==> config.mk <==
export PLATFORM = sky130hd
export DESIGN_NAME = gemm_operand_feeder_flat
export DESIGN_NICKNAME = d
export VERILOG_FILES = /design/src/rtl/gemm_operand_feeder_if.sv /design/src/rtl/gemm_operand_feeder.sv /design/src/flat_wrapper.sv
export SDC_FILE = /design/constraint.sdc
export NUM_CORES = 1
export LEC_CHECK = 0
export CORE_AREA = 2 2 333 335
export CTS_CLUSTER_DIAMETER = 200
export CTS_CLUSTER_SIZE = 30
export DETAILED_ROUTE_END_ITERATION = 8
export DIE_AREA = 0 0 335 337
export REMOVE_ABC_BUFFERS = 1
export SLEW_MARGIN = 15
export SYNTH_ARGS = -nofsm -noshare
export SYNTH_HDL_FRONTEND = slang
export SYNTH_SLANG_ARGS = --single-unit
export TNS_END_PERCENT = 10
==> constraint.sdc <==
create_clock -name clk -period 1.7 [get_ports clk]
set_input_delay 0.17 -clock clk [delete_from_list [all_inputs] [get_ports clk]]
set_output_delay 0.17 -clock clk [all_outputs]
set_load 0.03 [all_outputs]
==> src/rtl/gemm_operand_feeder_if.sv <==
// Handshake and data bundle between the GEMM operand feeder and its surroundings.
// Latency: none, wires only.
// Backpressure: start_valid/start_ready on the request side, out_valid/out_ready on the result side.
interface gemm_operand_feeder_if #(
    parameter int DATA_WIDTH   = 8,
    parameter int PE_OUT_WIDTH = 8,
    parameter int ARRAY_N      = 16,
    parameter int ADDR_WIDTH   = 10
);
    localparam int MEM_DATA_WIDTH = DATA_WIDTH * ARRAY_N;

    logic                      start_valid;
    logic                      start_ready;
    logic [ADDR_WIDTH-1:0]     start_base;
    logic                      busy;
    logic                      mem_rd_en;
    logic [ADDR_WIDTH-1:0]     mem_rd_addr;
    logic [MEM_DATA_WIDTH-1:0] mem_inp_rdata;
    logic [MEM_DATA_WIDTH-1:0] mem_wgt1_rdata;
    logic [MEM_DATA_WIDTH-1:0] mem_wgt2_rdata;
    logic [MEM_DATA_WIDTH-1:0] inp;
    logic [MEM_DATA_WIDTH-1:0] wgt1;
    logic [MEM_DATA_WIDTH-1:0] wgt2;
    logic [PE_OUT_WIDTH-1:0]   acc1;
    logic [PE_OUT_WIDTH-1:0]   acc2;
    logic [PE_OUT_WIDTH-1:0]   gemm_result1;
    logic [PE_OUT_WIDTH-1:0]   gemm_result2;
    logic                      out_valid;
    logic                      out_ready;
    logic [PE_OUT_WIDTH-1:0]   out_result1;
    logic [PE_OUT_WIDTH-1:0]   out_result2;

    modport master (
        input  start_valid, start_base, mem_inp_rdata, mem_wgt1_rdata, mem_wgt2_rdata,
        input  gemm_result1, gemm_result2, out_ready,
        output start_ready, busy, mem_rd_en, mem_rd_addr, inp, wgt1, wgt2, acc1, acc2,
        output out_valid, out_result1, out_result2
    );

    modport slave (
        output start_valid, start_base, mem_inp_rdata, mem_wgt1_rdata, mem_wgt2_rdata,
        output gemm_result1, gemm_result2, out_ready,
        input  start_ready, busy, mem_rd_en, mem_rd_addr, inp, wgt1, wgt2, acc1, acc2,
        input  out_valid, out_result1, out_result2
    );
endinterface

==> src/rtl/gemm_operand_feeder.sv <==
// Walks one tile's channel dimension in ARRAY_N-wide beats, feeding GEMM and folding results into acc1/acc2.
// Latency: 2+GEMM_LATENCY cycles per beat; out_valid 1+BEATS*(2+GEMM_LATENCY) cycles after start accept.
// Backpressure: results held in DONE until out_ready; new starts only in IDLE. Optional GEMM_OPERAND_FEEDER_BIAS_EN adds bias1/bias2.
module gemm_operand_feeder #(
    parameter int DATA_WIDTH     = 8,
    parameter int PE_OUT_WIDTH   = 8,
    parameter int ARRAY_N        = 16,
    parameter int CHANNEL        = 96,
    parameter int MEM_DATA_WIDTH = DATA_WIDTH * ARRAY_N,
    parameter int ADDR_WIDTH     = 10,
    parameter int GEMM_LATENCY   = 1
) (
    input  logic                    clk,
    input  logic                    rst,
`ifdef GEMM_OPERAND_FEEDER_BIAS_EN
    input  logic [PE_OUT_WIDTH-1:0] bias1,
    input  logic [PE_OUT_WIDTH-1:0] bias2,
`endif
    gemm_operand_feeder_if.master   bus
);
    localparam int BEATS = CHANNEL / ARRAY_N;
    localparam int K_W   = (BEATS > 1) ? $clog2(BEATS) : 1;
    localparam int W_W   = (GEMM_LATENCY > 1) ? $clog2(GEMM_LATENCY) : 1;
    localparam logic [K_W-1:0] K_LAST = K_W'(BEATS - 1);
    localparam logic [W_W-1:0] W_LAST = W_W'(GEMM_LATENCY - 1);

    typedef enum logic [2:0] {IDLE, READ, LOAD, WAIT, DONE} state_t;

    state_t                  state, state_nxt;
    logic [ADDR_WIDTH-1:0]   base;
    logic [K_W-1:0]          k;
    logic [W_W-1:0]          w;
    logic [PE_OUT_WIDTH-1:0] acc1_init, acc2_init;

`ifdef GEMM_OPERAND_FEEDER_BIAS_EN
    assign acc1_init = bias1;
    assign acc2_init = bias2;
`else
    assign acc1_init = '0;
    assign acc2_init = '0;
`endif

    // Address is the tile base plus beat index; ADDR_WIDTH truncation gives the modular wrap.
    assign bus.mem_rd_addr = base + ADDR_WIDTH'(k);

    // State register.
    always_ff @(posedge clk) begin
        if (rst) begin
            state <= IDLE;
        end else begin
            state <= state_nxt;
        end
    end

    // Next-state and state-decoded handshake outputs.
    always_comb begin
        state_nxt       = state;
        bus.start_ready = 1'b0;
        bus.busy        = 1'b1;
        bus.mem_rd_en   = 1'b0;
        bus.out_valid   = 1'b0;
        bus.out_result1 = '0;
        bus.out_result2 = '0;
        case (state)
            IDLE: begin
                bus.start_ready = 1'b1;
                bus.busy        = 1'b0;
                if (bus.start_valid) state_nxt = READ;
            end
            READ: begin
                bus.mem_rd_en = 1'b1;
                state_nxt     = LOAD;
            end
            LOAD: state_nxt = WAIT;
            WAIT: begin
                if (w == W_LAST) state_nxt = (k == K_LAST) ? DONE : READ;
            end
            DONE: begin
                bus.out_valid   = 1'b1;
                bus.out_result1 = bus.acc1;
                bus.out_result2 = bus.acc2;
                // A start in this same cycle is not seen: start_ready is low until IDLE.
                if (bus.out_ready) state_nxt = IDLE;
            end
            default: state_nxt = IDLE;
        endcase
    end

    // Datapath: tile base, beat/wait counters, operand registers and partial sums.
    always_ff @(posedge clk) begin
        if (rst) begin
            base     <= '0;
            k        <= '0;
            w        <= '0;
            bus.inp  <= MEM_DATA_WIDTH'(0);
            bus.wgt1 <= MEM_DATA_WIDTH'(0);
            bus.wgt2 <= MEM_DATA_WIDTH'(0);
            bus.acc1 <= PE_OUT_WIDTH'(0);
            bus.acc2 <= PE_OUT_WIDTH'(0);
        end else begin
            case (state)
                IDLE: begin
                    if (bus.start_valid) begin
                        base     <= bus.start_base;
                        k        <= '0;
                        bus.acc1 <= acc1_init;
                        bus.acc2 <= acc2_init;
                    end
                end
                LOAD: begin
                    bus.inp  <= bus.mem_inp_rdata;
                    bus.wgt1 <= bus.mem_wgt1_rdata;
                    bus.wgt2 <= bus.mem_wgt2_rdata;
                    w        <= '0;
                end
                WAIT: begin
                    if (w == W_LAST) begin
                        bus.acc1 <= bus.gemm_result1;
                        bus.acc2 <= bus.gemm_result2;
                        if (k != K_LAST) k <= k + 1'b1;
                    end else begin
                        w <= w + 1'b1;
                    end
                end
                default: ;
            endcase
        end
    end
endmodule

==> src/flat_wrapper.sv <==
// flat-port wrapper written by rule: the top's interface ports become plain ports
module gemm_operand_feeder_flat 
#(
    parameter int DATA_WIDTH     = 8,
    parameter int PE_OUT_WIDTH   = 8,
    parameter int ARRAY_N        = 16,
    parameter int CHANNEL        = 96,
    parameter int MEM_DATA_WIDTH = DATA_WIDTH * ARRAY_N,
    parameter int ADDR_WIDTH     = 10,
    parameter int GEMM_LATENCY   = 1
)
  (clk, rst, bus_start_valid, bus_start_base, bus_mem_inp_rdata, bus_mem_wgt1_rdata, bus_mem_wgt2_rdata, bus_gemm_result1, bus_gemm_result2, bus_out_ready, bus_start_ready, bus_busy, bus_mem_rd_en, bus_mem_rd_addr, bus_inp, bus_wgt1, bus_wgt2, bus_acc1, bus_acc2, bus_out_valid, bus_out_result1, bus_out_result2);
  gemm_operand_feeder_if #(.DATA_WIDTH(DATA_WIDTH), .PE_OUT_WIDTH(PE_OUT_WIDTH), .ARRAY_N(ARRAY_N), .ADDR_WIDTH(ADDR_WIDTH)) bus_i ();
  input  logic clk;
  input  logic rst;
  input wire logic [$bits(bus_i.start_valid)-1:0] bus_start_valid;
  input wire logic [$bits(bus_i.start_base)-1:0] bus_start_base;
  input wire logic [$bits(bus_i.mem_inp_rdata)-1:0] bus_mem_inp_rdata;
  input wire logic [$bits(bus_i.mem_wgt1_rdata)-1:0] bus_mem_wgt1_rdata;
  input wire logic [$bits(bus_i.mem_wgt2_rdata)-1:0] bus_mem_wgt2_rdata;
  input wire logic [$bits(bus_i.gemm_result1)-1:0] bus_gemm_result1;
  input wire logic [$bits(bus_i.gemm_result2)-1:0] bus_gemm_result2;
  input wire logic [$bits(bus_i.out_ready)-1:0] bus_out_ready;
  output wire logic [$bits(bus_i.start_ready)-1:0] bus_start_ready;
  output wire logic [$bits(bus_i.busy)-1:0] bus_busy;
  output wire logic [$bits(bus_i.mem_rd_en)-1:0] bus_mem_rd_en;
  output wire logic [$bits(bus_i.mem_rd_addr)-1:0] bus_mem_rd_addr;
  output wire logic [$bits(bus_i.inp)-1:0] bus_inp;
  output wire logic [$bits(bus_i.wgt1)-1:0] bus_wgt1;
  output wire logic [$bits(bus_i.wgt2)-1:0] bus_wgt2;
  output wire logic [$bits(bus_i.acc1)-1:0] bus_acc1;
  output wire logic [$bits(bus_i.acc2)-1:0] bus_acc2;
  output wire logic [$bits(bus_i.out_valid)-1:0] bus_out_valid;
  output wire logic [$bits(bus_i.out_result1)-1:0] bus_out_result1;
  output wire logic [$bits(bus_i.out_result2)-1:0] bus_out_result2;
  assign bus_i.start_valid = bus_start_valid;
  assign bus_i.start_base = bus_start_base;
  assign bus_i.mem_inp_rdata = bus_mem_inp_rdata;
  assign bus_i.mem_wgt1_rdata = bus_mem_wgt1_rdata;
  assign bus_i.mem_wgt2_rdata = bus_mem_wgt2_rdata;
  assign bus_i.gemm_result1 = bus_gemm_result1;
  assign bus_i.gemm_result2 = bus_gemm_result2;
  assign bus_i.out_ready = bus_out_ready;
  assign bus_start_ready = bus_i.start_ready;
  assign bus_busy = bus_i.busy;
  assign bus_mem_rd_en = bus_i.mem_rd_en;
  assign bus_mem_rd_addr = bus_i.mem_rd_addr;
  assign bus_inp = bus_i.inp;
  assign bus_wgt1 = bus_i.wgt1;
  assign bus_wgt2 = bus_i.wgt2;
  assign bus_acc1 = bus_i.acc1;
  assign bus_acc2 = bus_i.acc2;
  assign bus_out_valid = bus_i.out_valid;
  assign bus_out_result1 = bus_i.out_result1;
  assign bus_out_result2 = bus_i.out_result2;
  gemm_operand_feeder #(.DATA_WIDTH(DATA_WIDTH), .PE_OUT_WIDTH(PE_OUT_WIDTH), .ARRAY_N(ARRAY_N), .CHANNEL(CHANNEL), .MEM_DATA_WIDTH(MEM_DATA_WIDTH), .ADDR_WIDTH(ADDR_WIDTH), .GEMM_LATENCY(GEMM_LATENCY)) u_core (.clk(clk), .rst(rst), .bus(bus_i));
endmodule
### Word-level counts from Yosys, hierarchy flattened

Index checks and enable logic that the tools add are counted.

* output and inout port bits: 430
* flip-flop bits (word level): 417
* logic and storage cells: 51
* bits of input ports: 414

* add/sub/neg operators: 3
* mux-type cells: 22
* reductions and logical operators: 7
* equality and inequality tests: 10

Operator list (number)
* $mux 8: 5
* $pmux 8 s2: 2
* $mux 3: 7
* $pmux 3 s5: 1
* $add 10x3->10: 1
* $eq 3x2->1 const B: 2
* $eq 3x3->1 const B: 2
* $ne 2x2->1 const B: 3
* $pmux 3 s2: 1
* $reduce_and 3->1: 2
* $mux 1: 5
* $reduce_and 4->1: 1
* $reduce_bool 2->1: 2
* $add 3x1->3 const B: 1
* $eq 3x1->1 const B: 1
* $logic_not 3->1: 1
* $ne 3x3->1 const B: 1
* $ne 2x1->1 const B: 1
* $pmux 1 s2: 1
* $reduce_and 2->1: 1
* $add 1x1->1 const B: 1

### Depth between registers and ports, before layout

Gate-level depths: netlist (run 1).

* depth in word-level cells: 4
* gate-level depth with buffers: 7
* mapped depth without buffers: 5

### Least setup slack after synthesis (run 1)

No wires, ideal clock.

* kind: reg2out
* from: register u_core.k[0]
* to: output bus_mem_rd_addr[8]
* path buffers: 0
* arrival: 1.761 ns
* data required time: 1.530 ns
* setup slack: -0.231 ns
* cell stages (with the launch flop): 6
* cells stage by stage: dfxtp_1 > ha_1 > fa_1 > a21o_1 > nor3b_1 > xor2_1

* cells in the longest elaborated chain, start to end: 1

Ends and longest elaborated chain
* start: declaration: RTL line gemm_operand_feeder.sv:31 `logic [K_W-1:0] k;`
* start signal: assignment: RTL line gemm_operand_feeder.sv:120 `if (k != K_LAST) k <= k + 1'b1;`
* $add 10x3->10: RTL line gemm_operand_feeder.sv:44 `assign bus.mem_rd_addr = base + ADDR_WIDTH'(k);`
* end: declaration: RTL line flat_wrapper.sv:27 `output wire logic [$bits(bus_i.mem_rd_addr)-1:0] bus_mem_rd_addr;`

Every way passes these cells.

### Worst setup path in the final report (run 1)

Same ends and word-level chain as after synthesis.

==> impl_results.md, run 1 <==
- Final RePlAce weighted congestion: 0.829
- Remaining design rule violation count: 0
- Post-synth EDFFs: 0
- Slack of the critical path: -0.591 ns
- Worst vdd rail ir drop: 0.661 mV
- Ys flop type: sky130_fd_sc_hd__dfxtp_1
- Register bit total from synthesis: 416
- Placeable core region: 110,000 um^2
- Endpoints failing setup: 175
- Htree depth: 1
- Portion of the post-synthesis area used by sequential elements: 0.565
- Portion of netlist area occupied by mux cells: 0
- Data required time of the worst path: 1.53 ns
- Min Clock Period, post-route: 2.29 ns
- Final slew viol count: 0
- Worst Path Buf+Inv: 1
- Die Ht: 337 um
- Root Buffer: sky130_fd_sc_hd__clkbuf_16
- Row Count: 122
- Portion of the clock cycle consumed by the worst path in the final layout: 1.35
- Layout fillers: 12,100
- Share of the synthesized area in the top cell type: 0.565
- Top post-synthesis cells by area: sky130_fd_sc_hd__dfxtp_1, sky130_fd_sc_hd__nand2_1, sky130_fd_sc_hd__a21oi_1
- Maximum number of pins on one net before global-route repair: 64
- Synth warn: 0
- Synthesized instance count: 1,832
- Total number of vias: 15,357
- Leak Pwr: 10.7 nW
- Actual slew at the worst max-slew pin: 0.467 ns
- Antenna violations before repair: 36
- Area enclosed by the die boundary: 113,000 um^2
- Part of the power in registers: 0.499
- Final ANT Viol Nets: 0
- Number of DRC violations after detailed-routing iteration 0: 677
- Worst Setup Start Kind: register
- Number of buffers created by CTS: 17
- Worst hold-check path type: primary input to register
- Synth-to-layout area growth: 74.9%
- Parity-gate share of the synthesized area counting xor and xnor cells: 0.00475
- Quantity of I/O buffers inserted on ports: 843
- Horizontal die dimension: 335 um
- Fraction of layout instances using a drive strength above 1: 0.0931
- Max Cap Viol: 0
- Post-synthesis cell area: 14,700 um^2
- Worst slew slack as a fraction of its limit: 0.690
- Synthesized-area fraction occupied by and/or/nand/nor cells: 0.221
- Combinational family with the most area after synthesis: simple AND/OR/NAND/NOR gates
- Cell family with the largest share of critical-path delay: adder cells
- Fin Clk Skew: 0.0146 ns
- Aggregate routed wire length: 70,500 um
- Critical path data arrival time: 2.12 ns
- Number of vias per cell: 3.73
- Type of the setup path with the least slack: register to primary output
- Switching share of total power: 0.320
- Wire length of the first global-routing pass: 98,000 um
- Overall overflow remaining after global route: 0
- Switching power summed over all nets: 6.80 mW
- Failing checks: negative setup slack
- Biggest fanout along the worst timing path: 3
- Share of synthesized registers carrying an async set or reset: 0
- Clock latency on the worst-skew pair: 0.58 ns
- Register clock-pin slew on the reported worst setup and hold paths: 0.14 ns
- TritonCTS clock tree: built
- Setup tns final: -15.05 ns
- Commonest non-fill, non-tap cells in the layout: sky130_fd_sc_hd__nand2_1, sky130_fd_sc_hd__clkdlybuf4s50_1, sky130_fd_sc_hd__dfxtp_1, sky130_fd_sc_hd__a21oi_1, sky130_fd_sc_hd__dlygate4sd2_1
- Via count of the first global-routing pass: 14,635
- Arithmetic-cell share of the synthesized area counting full adders, half adders and majority gates: 0.00560
- CP max-delay cell: sky130_fd_sc_hd__dfxtp_2
- Power Internal: 14.4 mW
- PwrDens: 824 nW/um^2
- I/O pin cnt: 844
- Share of total power in the clock network: 0.248
- Critical path's largest stage delay: 0.36 ns
- Final number of hold-violating endpoints: 0
- Initial Util: 0.134
- Overall Power: 21.2 mW
- Share of total power in combinational logic: 0.253
- Most common cell after layout, fill and taps aside: sky130_fd_sc_hd__nand2_1
- Number of distinct library cells after synthesis: 37
- Unrepaired setup endpoints after global routing: true
- Router iterations before antenna repair: 5
- Element type at the critical path end: primary output
- Outcome: finished with violations
- DPL Wire Length: 54,600 um
- Wirelength per Cell: 17.1 um
- Maximum operating frequency: 437 MHz
- Total number of nets in the final design: 3,104
- Cell-by-cell trace of the critical path: ha_4 -> fa_2 -> a21o_1 -> nor3b_1 -> xor2_1 -> buf_4
- Clock sinks: 416
- Global-route total usage across every layer: 0.116
- Post-Synthesis Mean Instance Area: 8.05 um^2
- Number of buffers on the longest clock path: 3
- Compound-gate portion of the synthesized area: 0.151
- Largest area contributor in the netlist: sky130_fd_sc_hd__dfxtp_1
worst register-to-register path, cell delays in order, from the launching register on:
cell and delay [ns]:
sky130_fd_sc_hd__dfxtp_2 0.36, sky130_fd_sc_hd__buf_4 0.10, sky130_fd_sc_hd__buf_4 0.10, sky130_fd_sc_hd__nor3b_4 0.27
sky130_fd_sc_hd__buf_6 0.17, sky130_fd_sc_hd__buf_12 0.22, sky130_fd_sc_hd__buf_4 0.27, sky130_fd_sc_hd__nand2_1 0.12
sky130_fd_sc_hd__a21oi_1 0.15
power by group through the flow:
stage	registers (mW)	clock network [mW]	logic, mW
after detailed placement	10.8	0	5.64
final	10.6	5.28	5.36
after global placement	10.8	0	5.63
after floorplan	11.9	0	1.46
after global routing	10.7	5.95	5.76
after CTS	10.6	5.67	5.38
state kept, by name, indices dropped and copies added (netlist names):
signal / cells
u_core.base: 10
u_core.bus.acc1: 8
u_core.bus.acc2: 8
u_core.bus.inp: 128
u_core.bus.wgt1: 128
u_core.bus.wgt2: 128
u_core.k: 3
u_core.state: 3
layer usage:
metal	vias up	global-route usage	wire length, um
met5	-	0	349
met4	58	0.0358	2240
met3	116	0.0460	6440
met2	536	0.196	33500
met1	7049	0.134	28000
li1	7598	-	-
layout make-up:
class                   instances  area [um^2]  share of cell area
inverters                       5         18.8            0.000728
clock buffers                  18          429              0.0166
well taps                    1426         1780              0.0692
clock inverters                 1         5.00            0.000194
diodes                          5         12.5            0.000485
flip-flops and latches        416         8340               0.324
repair buffers                973         9360               0.363
multi-input cells            1271         5830               0.226
final timing paths:
kind | start | end | slack (ns) | cells after the start
min reg2reg | u_core.bus.inp[39]$_SDFFE_PP0N_ | u_core.bus.inp[39]$_SDFFE_PP0N_ | 0.46 | 2
min | bus_mem_wgt2_rdata[47] | u_core.bus.wgt2[47]$_SDFFE_PP0N_ | 0.11 | 3
max | u_core.k[0]$_SDFFE_PP0P_ | bus_mem_rd_addr[8] | -0.59 | 6
max reg2reg | u_core.state[1]$_SDFFE_PP0P_ | u_core.bus.wgt2[36]$_SDFFE_PP0N_ | -0.11 | 8
synth_stat cells, types with 2 or more instances:
| cell | instances |
|---|---|
| sky130_fd_sc_hd__a2bb2oi_1 | 2 |
| sky130_fd_sc_hd__buf_4 | 41 |
| sky130_fd_sc_hd__ha_1 | 5 |
| sky130_fd_sc_hd__nand2_1 | 794 |
| sky130_fd_sc_hd__or3b_1 | 2 |
| sky130_fd_sc_hd__inv_1 | 4 |
| sky130_fd_sc_hd__and2_1 | 17 |
| sky130_fd_sc_hd__nor3_1 | 2 |
| sky130_fd_sc_hd__nor2_1 | 5 |
| sky130_fd_sc_hd__dfxtp_1 | 416 |
| sky130_fd_sc_hd__clkbuf_1 | 46 |
| sky130_fd_sc_hd__a32o_1 | 16 |
| sky130_fd_sc_hd__xor2_1 | 5 |
| sky130_fd_sc_hd__buf_2 | 50 |
| sky130_fd_sc_hd__buf_6 | 2 |
| sky130_fd_sc_hd__nor3b_2 | 2 |
| sky130_fd_sc_hd__xnor2_1 | 3 |
| sky130_fd_sc_hd__a21oi_1 | 398 |
| sky130_fd_sc_hd__a21o_1 | 2 |
| sky130_fd_sc_hd__nand4_1 | 2 |
| sky130_fd_sc_hd__nor3b_1 | 2 |
cells by family after synthesis:
family          count (synthesis)
fa+ha+maj                       6
simple gates                  834
buf+inv                       145
xor+xnor                        8
compound gates                423
flops                         416
what timing repair did:
item | CTS | global route
setup endpoints to repair | 491 | 255
gates resized for setup | 475 | 41
hold endpoints to repair | 17 | 0
hold buffers | 1 | 0
gates cloned | 2 | 0
pin swaps | 14 | 11
setup buffers | 15 | 9
per-stage QoR:
| stage | hold slack (ns) | instances | util | area, um^2 | worst slack, ns |
|---|---|---|---|---|---|
| 2_1_floorplan | 0.239 | 1692 | - | 14000 | -9.83 |
| 3_3_place_gp | 0.439 | 4067 | 0.230 | 25200 | -0.183 |
| 4_1_cts | 0.0413 | 4103 | 0.234 | 25600 | -0.651 |
| 5_1_grt | 0.0642 | 4111 | 0.235 | 25800 | -0.706 |
| 6_report | 0.114 | 4115 | 0.235 | 25800 | -0.591 |
| 3_5_place_dp | 0.445 | 4067 | 0.230 | 25200 | -0.192 |
(Power assumes the default switching activity.)
==> run 2, diff against run 1 <==
Settings changed: PLACE_DENSITY from default to 0.35.
==> run 2 against run 1 <==
Compared with the run above: the flow still finishes with violations (negative setup slack); final area fell by 0.94%; global-route usage rose by 0.55 points; worst setup slack got worse by 0.016 ns; clock power rose by 3%; non-clock buffer count fell by 40; flip-flop and latch count did not move.
==> impl_results.md, run 2 (synthesis results as in run 1) <==
- Outcome: finished with violations
- Failing checks: negative setup slack
- Wirelength per Cell: 18.0 um (+5.0%)
- Type of the setup path with the least slack: register to primary output
- Power Internal: 14.5 mW (+0.17%)
- Switching power summed over all nets: 6.81 mW (+0.17%)
- Switching share of total power: 0.320 (about the same)
- Fin Clk Skew: 0.0315 ns (+0.0169 ns)
- Cell type with the highest occurrence count on the critical path: sky130_fd_sc_hd__buf_4
- Router iterations before antenna repair: 5 (unchanged)
- Maximum operating frequency: 434 MHz (-0.68%)
- Regs by FF count: u_core.bus.inp x128, u_core.bus.wgt1 x128, u_core.bus.wgt2 x128
- TritonCTS clock tree: built
- Total number of vias: 15,246 (-0.72%)
- Endpoints failing setup: 48 (-73%)
- Maximum number of pins on one net before global-route repair: 77 (+20%)
- Die Ht: 337 um (unchanged)
- Leak Pwr: 10.5 nW (-1.7%)
- Worst slew slack as a fraction of its limit: 0.671 (-0.0191)
- Share of total power in combinational logic: 0.245 (-0.008)
- Total number of nets in the final design: 3,064 (-1.3%)
- Final slew viol count: 0 (unchanged)
- Actual slew at the worst max-slew pin: 0.492 ns (+0.0257 ns)
- Layout fillers: 12,209 (+0.90%)
- Number of buffers on the longest clock path: 3 (unchanged)
- Antenna violations before repair: 12 (-67%)
- Biggest fanout along the worst timing path: 2 (-1)
- Quantity of I/O buffers inserted on ports: 843 (unchanged)
- Data required time of the worst path: 1.53 ns (about the same)
- Row Count: 122 (unchanged)
- Final number of hold-violating endpoints: 0 (unchanged)
- Register clock-pin slew on the reported worst setup and hold paths: 0.13 ns (about the same)
- Worst hold-check path type: primary input to register
- Worst Setup Start Kind: register
- Cell-by-cell trace of the critical path: ha_4 -> fa_2 -> buf_4 -> buf_4 -> buf_4 -> xor2_2 -> buf_6
- Fraction of layout instances using a drive strength above 1: 0.0764 (-0.0167)
- Final core utilization: 0.233 (-0.00220)
- Remaining design rule violation count: 0 (unchanged)
- Final RePlAce weighted congestion: 0.793 (-4.3%)
- Most common cell after layout, fill and taps aside: sky130_fd_sc_hd__nand2_1
- Element type at the critical path end: primary output
- Instance count after placement with tap cells included: 4,032 (-0.86%)
- Sequential Area: 8350 um^2 (about the same)
- CP max-delay cell: sky130_fd_sc_hd__dfxtp_2
- Share of total power in the clock network: 0.255 (+0.007)
- Horizontal die dimension: 335 um (unchanged)
- Number of vias per cell: 3.74 (+0.25%)
- PwrDens: 833 nW/um^2 (+1.1%)
- DPL Wire Length: 56,200 um (+2.9%)
- Overall overflow remaining after global route: 0 (unchanged)
- Slack of the critical path: -0.606 ns (-0.0156 ns)
- Worst vdd rail ir drop: 0.515 mV (-22%)
- Commonest non-fill, non-tap cells in the layout: sky130_fd_sc_hd__nand2_1, sky130_fd_sc_hd__clkdlybuf4s50_1, sky130_fd_sc_hd__dfxtp_1, sky130_fd_sc_hd__a21oi_1, sky130_fd_sc_hd__dlygate4sd2_1
- Multi-input combinational cell area: 5820 um^2 (-0.15%)
- Aggregate routed wire length: 73,300 um (+4.0%)
- Htree depth: 1 (unchanged)
- Area enclosed by the die boundary: 113,000 um^2 (unchanged)
- Portion of the clock cycle consumed by the worst path in the final layout: 1.36 (+0.00919)
- Number of buffers created by CTS: 17 (unchanged)
- Final non-filler cell total: 4,075 (-0.97%)
- Number of DRC violations after detailed-routing iteration 0: 559 (-17%)
- Min Clock Period, post-route: 2.31 ns (+0.0156 ns)
- Unrepaired setup endpoints after global routing: true
- Synth-to-layout area growth: 73.3%
- Clock latency on the worst-skew pair: 0.60 ns (+0.02 ns)
- Via count of the first global-routing pass: 15,455 (+5.6%)
- Worst slack at placement: -0.0833 ns (+0.109 ns)
- Critical path's largest stage delay: 0.36 ns (about the same)
- Placeable core region: 110,000 um^2 (unchanged)
- Clock sinks: 416 (unchanged)
- Root Buffer: sky130_fd_sc_hd__clkbuf_16
- Critical path data arrival time: 2.14 ns (+0.02 ns)
- I/O pin cnt: 844 (unchanged)
- Part of the power in registers: 0.500 (about the same)
- Final ANT Viol Nets: 0 (unchanged)
- Initial Util: 0.134 (unchanged)
- Max Cap Viol: 0 (unchanged)
- Global-route total usage across every layer: 0.122 (+0.00547)
- Wire length of the first global-routing pass: 104,000 um (+6.0%)
[run 2: cell types whose count changed in the layout (fill, tap and decap cells not counted), moves of 6 or more]
cell / before / now
sky130_fd_sc_hd__buf_4: 105 / 62
sky130_fd_sc_hd__a21oi_2: 6 / 0
sky130_fd_sc_hd__buf_6: 44 / 29
sky130_fd_sc_hd__dlygate4sd2_1: 372 / 380
sky130_fd_sc_hd__a21oi_1: 390 / 396
[run 2: metrics by stage]
step                      power (mW)  TNS [ns]  instance area (um^2)  hold WS (ns)
final                           21.3    -11.71                 25500        0.0992
after global routing            22.4    -18.61                 25500        0.0476
after CTS                       21.9    -11.04                 25500        0.0269
after detailed placement        16.5    -0.207                 25000         0.446
after global placement          16.4    -0.300                 25000         0.441
after floorplan                 13.4  -3786.36                 14000         0.239
[run 2: area by class of cell]
cell class | count | area share
inverter | 5 | 0.000735
clock inverter | 2 | 0.00152
sequential | 416 | 0.327
timing repair buffer | 933 | 0.356
clock buffer | 17 | 0.0167
antenna | 5 | 0.000490
tap | 1426 | 0.0699
multi-input combinational | 1271 | 0.228
[run 2: metal layers]
metal / track usage / wire length, um / vias to the layer above
li1: - / - / 7506
met1: 0.124 / 26500 / 7149
met5: 0 / 87 / -
met2: 0.230 / 38400 / 516
met4: 0.0317 / 1940 / 12
met3: 0.0453 / 6380 / 63
[run 2: path summary, 6_finish.rpt]
| kind | startpoint | endpoint | slack (ns) | depth (start not counted) |
|---|---|---|---|---|
| setup / recovery | u_core.base[0]$_SDFFE_PP0P_ | bus_mem_rd_addr[2] | -0.61 | 7 |
| hold / removal | bus_mem_wgt1_rdata[41] | u_core.bus.wgt1[41]$_SDFFE_PP0N_ | 0.1 | 3 |
| setup reg to reg | u_core.state[1]$_SDFFE_PP0P_ | u_core.bus.acc1[7]$_SDFFE_PP0P_ | -0.16 | 8 |
| hold reg to reg | u_core.bus.inp[73]$_SDFFE_PP0N_ | u_core.bus.inp[73]$_SDFFE_PP0N_ | 0.46 | 2 |
[run 2: repair_timing]
item                                   CTS  global route
hold buffers                             1             0
endpoints found under the hold margin   23             0
setup buffers                           13             4
resized for setup                      492            20
gates cloned                             2             0
pin swaps                               30             9
setup endpoints to repair              438           166
[run 2: power by group through the flow]
| stage | Combinational, mW | Sequential (mW) | Clock (mW) |
|---|---|---|---|
| finish | 5.21 | 10.6 | 5.43 |
| CTS | 5.31 | 10.6 | 5.90 |
| detailed placement | 5.58 | 10.9 | 0 |
| global placement | 5.58 | 10.8 | 0 |
| floorplan | 1.46 | 11.9 | 0 |
| global route | 5.62 | 10.7 | 6.09 |
[run 2: worst max-delay path: cells and delay by family (launching register included)]
family	cells	cell delay, ns
flip-flops	1	0.36
adder cells (fa/ha/maj)	2	0.51
XOR/XNOR	1	0.16
buffers and inverters	4	0.55
